==> src/rtl/clk_div_ctrl.sv <==
// Programmable clock divider with a one-cycle period tick.
// New ratios take effect only at a period boundary, so no period is ever cut short.
module clk_div_ctrl #(
    parameter int WIDTH = 4
) (
    input  logic             clk,
    input  logic             nrst,
    input  logic             cfg_valid,
    input  logic [WIDTH-1:0] cfg_ratio,
    output logic             cfg_ready,
    output logic             div_out,
    output logic             tick,
    output logic             busy,
    output logic [WIDTH-1:0] cur_ratio
);

    typedef enum logic [1:0] {STOP, RUN, PEND} state_t;

    state_t           state, n_state;
    logic [WIDTH-1:0] cnt, n_cnt;
    logic [WIDTH-1:0] ratio_q, n_ratio;
    logic [WIDTH-1:0] pend_q, n_pend;
    logic             xfer, wrap;
    logic [WIDTH:0]   half;

    assign cfg_ready = (state != PEND);
    assign busy      = (state == PEND);
    assign cur_ratio = ratio_q;
    assign xfer      = cfg_valid && cfg_ready;
    assign wrap      = (cnt == ratio_q - WIDTH'(1));

    always_comb begin
        n_state = state;
        n_cnt   = cnt;
        n_ratio = ratio_q;
        n_pend  = pend_q;
        case (state)
            STOP: begin
                if (xfer && cfg_ratio != '0) begin
                    n_state = RUN;
                    n_ratio = cfg_ratio;
                    n_cnt   = '0;
                end
            end
            RUN: begin
                n_cnt = wrap ? '0 : cnt + WIDTH'(1);
                if (xfer) begin
                    n_pend  = cfg_ratio;
                    n_state = PEND;
                end
            end
            PEND: begin
                // The old period always runs to its end before the switch.
                if (wrap) begin
                    n_cnt   = '0;
                    n_ratio = pend_q;
                    n_state = (pend_q != '0) ? RUN : STOP;
                end else begin
                    n_cnt = cnt + WIDTH'(1);
                end
            end
            default: n_state = STOP;
        endcase
    end

    // Sum at WIDTH+1 bits so the largest ratio does not wrap before the halving.
    assign half = ((WIDTH+1)'(n_ratio) + (WIDTH+1)'(1)) >> 1;

    always_ff @(posedge clk or negedge nrst) begin
        if (!nrst) begin
            state   <= STOP;
            cnt     <= '0;
            ratio_q <= '0;
            pend_q  <= '0;
            tick    <= 1'b0;
            div_out <= 1'b0;
        end else begin
            state   <= n_state;
            cnt     <= n_cnt;
            ratio_q <= n_ratio;
            pend_q  <= n_pend;
            tick    <= (n_state != STOP) && (n_cnt == '0);
            div_out <= (n_state != STOP) && ({1'b0, n_cnt} < half);
        end
    end

endmodule

==> config.mk <==
export PLATFORM = sky130hd
export DESIGN_NAME = clk_div_ctrl
export DESIGN_NICKNAME = d
export VERILOG_FILES = /design/src/rtl/clk_div_ctrl.sv
export SDC_FILE = /design/constraint.sdc
export NUM_CORES = 1
export LEC_CHECK = 0
export ABC_AREA = 1
export BUFFER_PORTS_ARGS = -buffer_cell sky130_fd_sc_hd__buf_2
export CORE_MARGIN = 1.5
export CORE_UTILIZATION = 35
export CTS_CLUSTER_DIAMETER = 150
export CTS_CLUSTER_SIZE = 25
export DETAILED_ROUTE_END_ITERATION = 10
export MAX_ROUTING_LAYER = met4
export RECOVER_POWER = 25
export SLEW_MARGIN = 10
export SYNTH_ARGS = -nofsm -noshare
export SYNTH_HDL_FRONTEND = slang
export SYNTH_SLANG_ARGS = --single-unit
export TNS_END_PERCENT = 5
==> constraint.sdc <==
create_clock -name clk -period 2.3 [get_ports clk]
set_input_delay 0.46 -clock clk [delete_from_list [all_inputs] [get_ports clk]]
set_output_delay 0.46 -clock clk [all_outputs]
set_load 0.05 [all_outputs]
==> run_results.csv <==
group,metric,value,unit
status,status,"finished, final reports clean",
floorplanning,boundaryPins,15,
cells_and_area,fill_cells,335,
critical_path,reg2reg_from,"cur_ratio[0]$_DFF_PN0_",
routing,drt-total-wl,3.161,mm
cells_and_area,area_delta_synth_final,37.02,%
yosys,synth_area,0.001267,mm2
sta,tns,0,ps
grt,grt_pass1_vias,1135,
cells_and_area,diodes,0,
clock_network,cts.sinks,16,
cells_and_area,final_common_cell,"nand2_1",
routing,ant_nets,0,
sta,slew_headroom,39.54,%
clock_network,cts_tree,"done",
yosys,synth_top_family_by_area,"simple AND/OR/NAND/NOR gates",
yosys,synth_simple_gate_area_share,39.98,%
yosys,synthMuxAreaShare,0,%
sta,max_slew.worst_pin.slew,907.0,ps
sta,max_freq,442.6,MHz
power,intPower,1.341,mW
clock_network,clkLatencyLatePin,300,ps
routing,drt-initial-drc-count,54,
critical_path,startpoint_type,"flop",
sta,clock_skew,15.93,ps
clock_network,cts-root-buf,"clkbuf_4",
cells_and_area,drive_above_1_share,38.57,%
floorplanning,fp.dieW,63.18,um
sta,hold_viol,0,
power,power.density,1627,mW/mm2
clock_network,h-tree-depth,1,
yosys,synthXorXnorAreaFrac,2.665,%
cells_and_area,instances_no_fill,269,
yosys,synth_cells,183,
sta,drv_slew,0,
power,combPwrFrac,75.2,%
routing,remaining_drc_errors,0,
critical_path,rrSetupSlack,40,ps
critical_path,cp_max_fo,5,
grt,grt_first_pass_wirelength,5.147,mm
placement,place_congestion,0.8213,
sta,rsz0062_at_grt,"true",
yosys,synth_fp_nets,200,
yosys,synth-warning-count,0,
yosys,ys_seq_area_share,31.59,%
sta,setup_violations,0,
power,switching_share,52.54,%
job,max_cap_violations,0,
routing,num_vias,1250,
cells_and_area,final_cell_mix,"47 x nand2_1, 23 x inv_1, 23 x buf_4",
power,ir_worst_vdd,724.5,uV
critical_path,reg2reg_to,"div_out$_DFF_PN0_",
critical_path,end_kind,"flop",
clock_network,hold_buffers,0,
routing,avgViaCountPerCell,4.647,
clock_network,clockBufferDepth,2,
power,seqPwrFrac,18.0,%
placement,hpwl,2.405,mm
cells_and_area,num-nets-final,241,
power,power.share.clock,6.9,%
routing,wl_per_cell,11.75,um
grt,grt_use_total,16.85,%
power,p_sw,1.484,mW
floorplanning,die_height,63.18,um
yosys,synth_compound_area_share,5.824,%
floorplanning,start_util,37.11,%
critical_path,arrival,2440,ps
clock_network,path_clk_slew,110,ps
yosys,synth-seq-cells,16,
placement,place_inst,257,
grt,grt_max_degree,17,
floorplanning,fp-row-count,21,
grt,antenna_found_initial,0,
yosys,netlist-cell-type-count,22,
floorplanning,core_region_area,0.003416,mm2
yosys,synthAdderAreaFrac,9.872,%
sta,period_needed,2260,ps
critical_path,required,2480,ps
grt,overflow,0,
placement,port_buffers,14,
power,p_leak,0.9135,nW
floorplanning,die_area,0.003991,mm2
critical_path,reg2regPathDepth,17,
worst_hold_path,hold_path.class,"in2async",
critical_path,worstSetupPathType,"reg2reg",
yosys,syn_area_per_cell,6.926,um2
sta,period_share,98.24,%
clock_network,numCtsBuffers,3,
routing,firstDrtPassIters,4,
==> worst max-delay path by stage <==
stage | slack (ps) | end | from
after global placement | -9 | div_out$_DFF_PN0_ | state[0]$_DFF_PN0_
after CTS | 20 | div_out$_DFF_PN0_ | cur_ratio[1]$_DFF_PN0_
after global routing | -70 | div_out$_DFF_PN0_ | cur_ratio[1]$_DFF_PN0_
after floorplan | -80 | div_out$_DFF_PN0_ | cur_ratio[0]$_DFF_PN0_
after detailed placement | -30 | div_out$_DFF_PN0_ | cfg_valid
final | 40 | div_out$_DFF_PN0_ | cur_ratio[0]$_DFF_PN0_
==> layer usage <==
layer / share of wire [%] / global-route usage [%] / wire length, um
met5: 0 / - / 0
met4: 0.44 / 3.261 / 14
met3: 2.4 / 3.750 / 76
met2: 48 / 25.80 / 1522
met1: 49 / 23.13 / 1547
==> sequential cells by signal, indices dropped and copies added, names as in the netlist <==
register,count
pend_q,4
div_out,1
tick,1
state,2
cnt,4
cur_ratio,4
==> metrics by stage <==
stage	util, %	hold slack (ps)	total power [mW]	setup slack, ps	instance area, um2
finish	50.84	256.0	2.825	40.38	1737
global route	50.84	351.7	3.078	-66.26	1737
global placement	45.68	407.4	2.312	-8.664	1560
floorplan	-	164.4	1.856	-79.44	1328
CTS	47.11	80.05	2.559	22.47	1609
detailed placement	45.68	406.9	2.332	-30.29	1560
==> Yosys cell counts <==
| master | count | area share [%] |
|---|---|---|
| xnor2_2 | 1 | 1.3 |
| a21oi_1 | 7 | 2.8 |
| inv_2 | 4 | 1.2 |
| nor3_1 | 3 | 1.2 |
| o21ai_0 | 6 | 2.4 |
| inv_1 | 28 | 8.3 |
| nand3_1 | 19 | 7.5 |
| nand3_2 | 2 | 1.6 |
| nand2_2 | 4 | 2.0 |
| ha_1 | 10 | 9.9 |
| nor4_1 | 1 | 0.49 |
| nor2_1 | 11 | 3.3 |
| nand3b_1 | 1 | 0.59 |
| nor2_4 | 1 | 0.89 |
| buf_4 | 1 | 0.59 |
| xor2_1 | 2 | 1.4 |
| nand2_4 | 2 | 1.8 |
| dfrtp_1 | 16 | 32 |
| nand3_4 | 1 | 1.4 |
| o21ai_2 | 1 | 0.69 |
| nand4_1 | 5 | 2.5 |
| nand2_1 | 57 | 17 |
==> worst max-delay path, cell delays in order (launching register included) <==
cell and delay [ps]:
dfrtp_2 420, inv_2 80, ha_4 210, nand2_1 90, nand2_2 70, nor2_4 110, nand3_4 110, nand2_1 80
nand3_1 80, nand2_2 120, buf_4 130, nand3_2 60, nand2_1 50, nand2_1 60, ha_1 290, nand2_2 50
a21oi_2 90, nor2_1 50
==> logic make-up (layout without fill, tap and decap cells) <==
| group | Yosys count | after routing |
|---|---|---|
| AOI/OAI and AO/OA | 14 | 14 |
| xor gates and xnor gates | 3 | 3 |
| adders and majority gates | 10 | 10 |
| buffers and inverters | 33 | 73 |
| DFF | 16 | 16 |
| and+or+nand+nor | 107 | 107 |
==> power by group through the flow <==
stage | clock network [mW] | registers, mW | logic (mW)
global placement | 0 | 0.509 | 1.80
detailed placement | 0 | 0.507 | 1.83
finish | 0.194 | 0.507 | 2.12
floorplan | 0 | 0.656 | 1.20
CTS | 0.199 | 0.501 | 1.86
global route | 0.216 | 0.522 | 2.34
==> final cells by class <==
class | instances | area (um2) | area share (%)
tap | 46 | 57.56 | 3.314
inverter | 32 | 120.1 | 6.916
sequential | 16 | 402.9 | 23.20
timing repair buffer | 37 | 241.5 | 13.90
multi-input combinational | 134 | 878.3 | 50.58
clock buffer | 4 | 36.28 | 2.089
==> timing repair <==
action / 4_1_cts / 5_1_grt
pin swaps: 0 / 19
buffers inserted: 0 / 8
endpoints found under the setup margin: 1 / 1
resized for setup: 4 / 17
(Power assumes the default switching activity.)
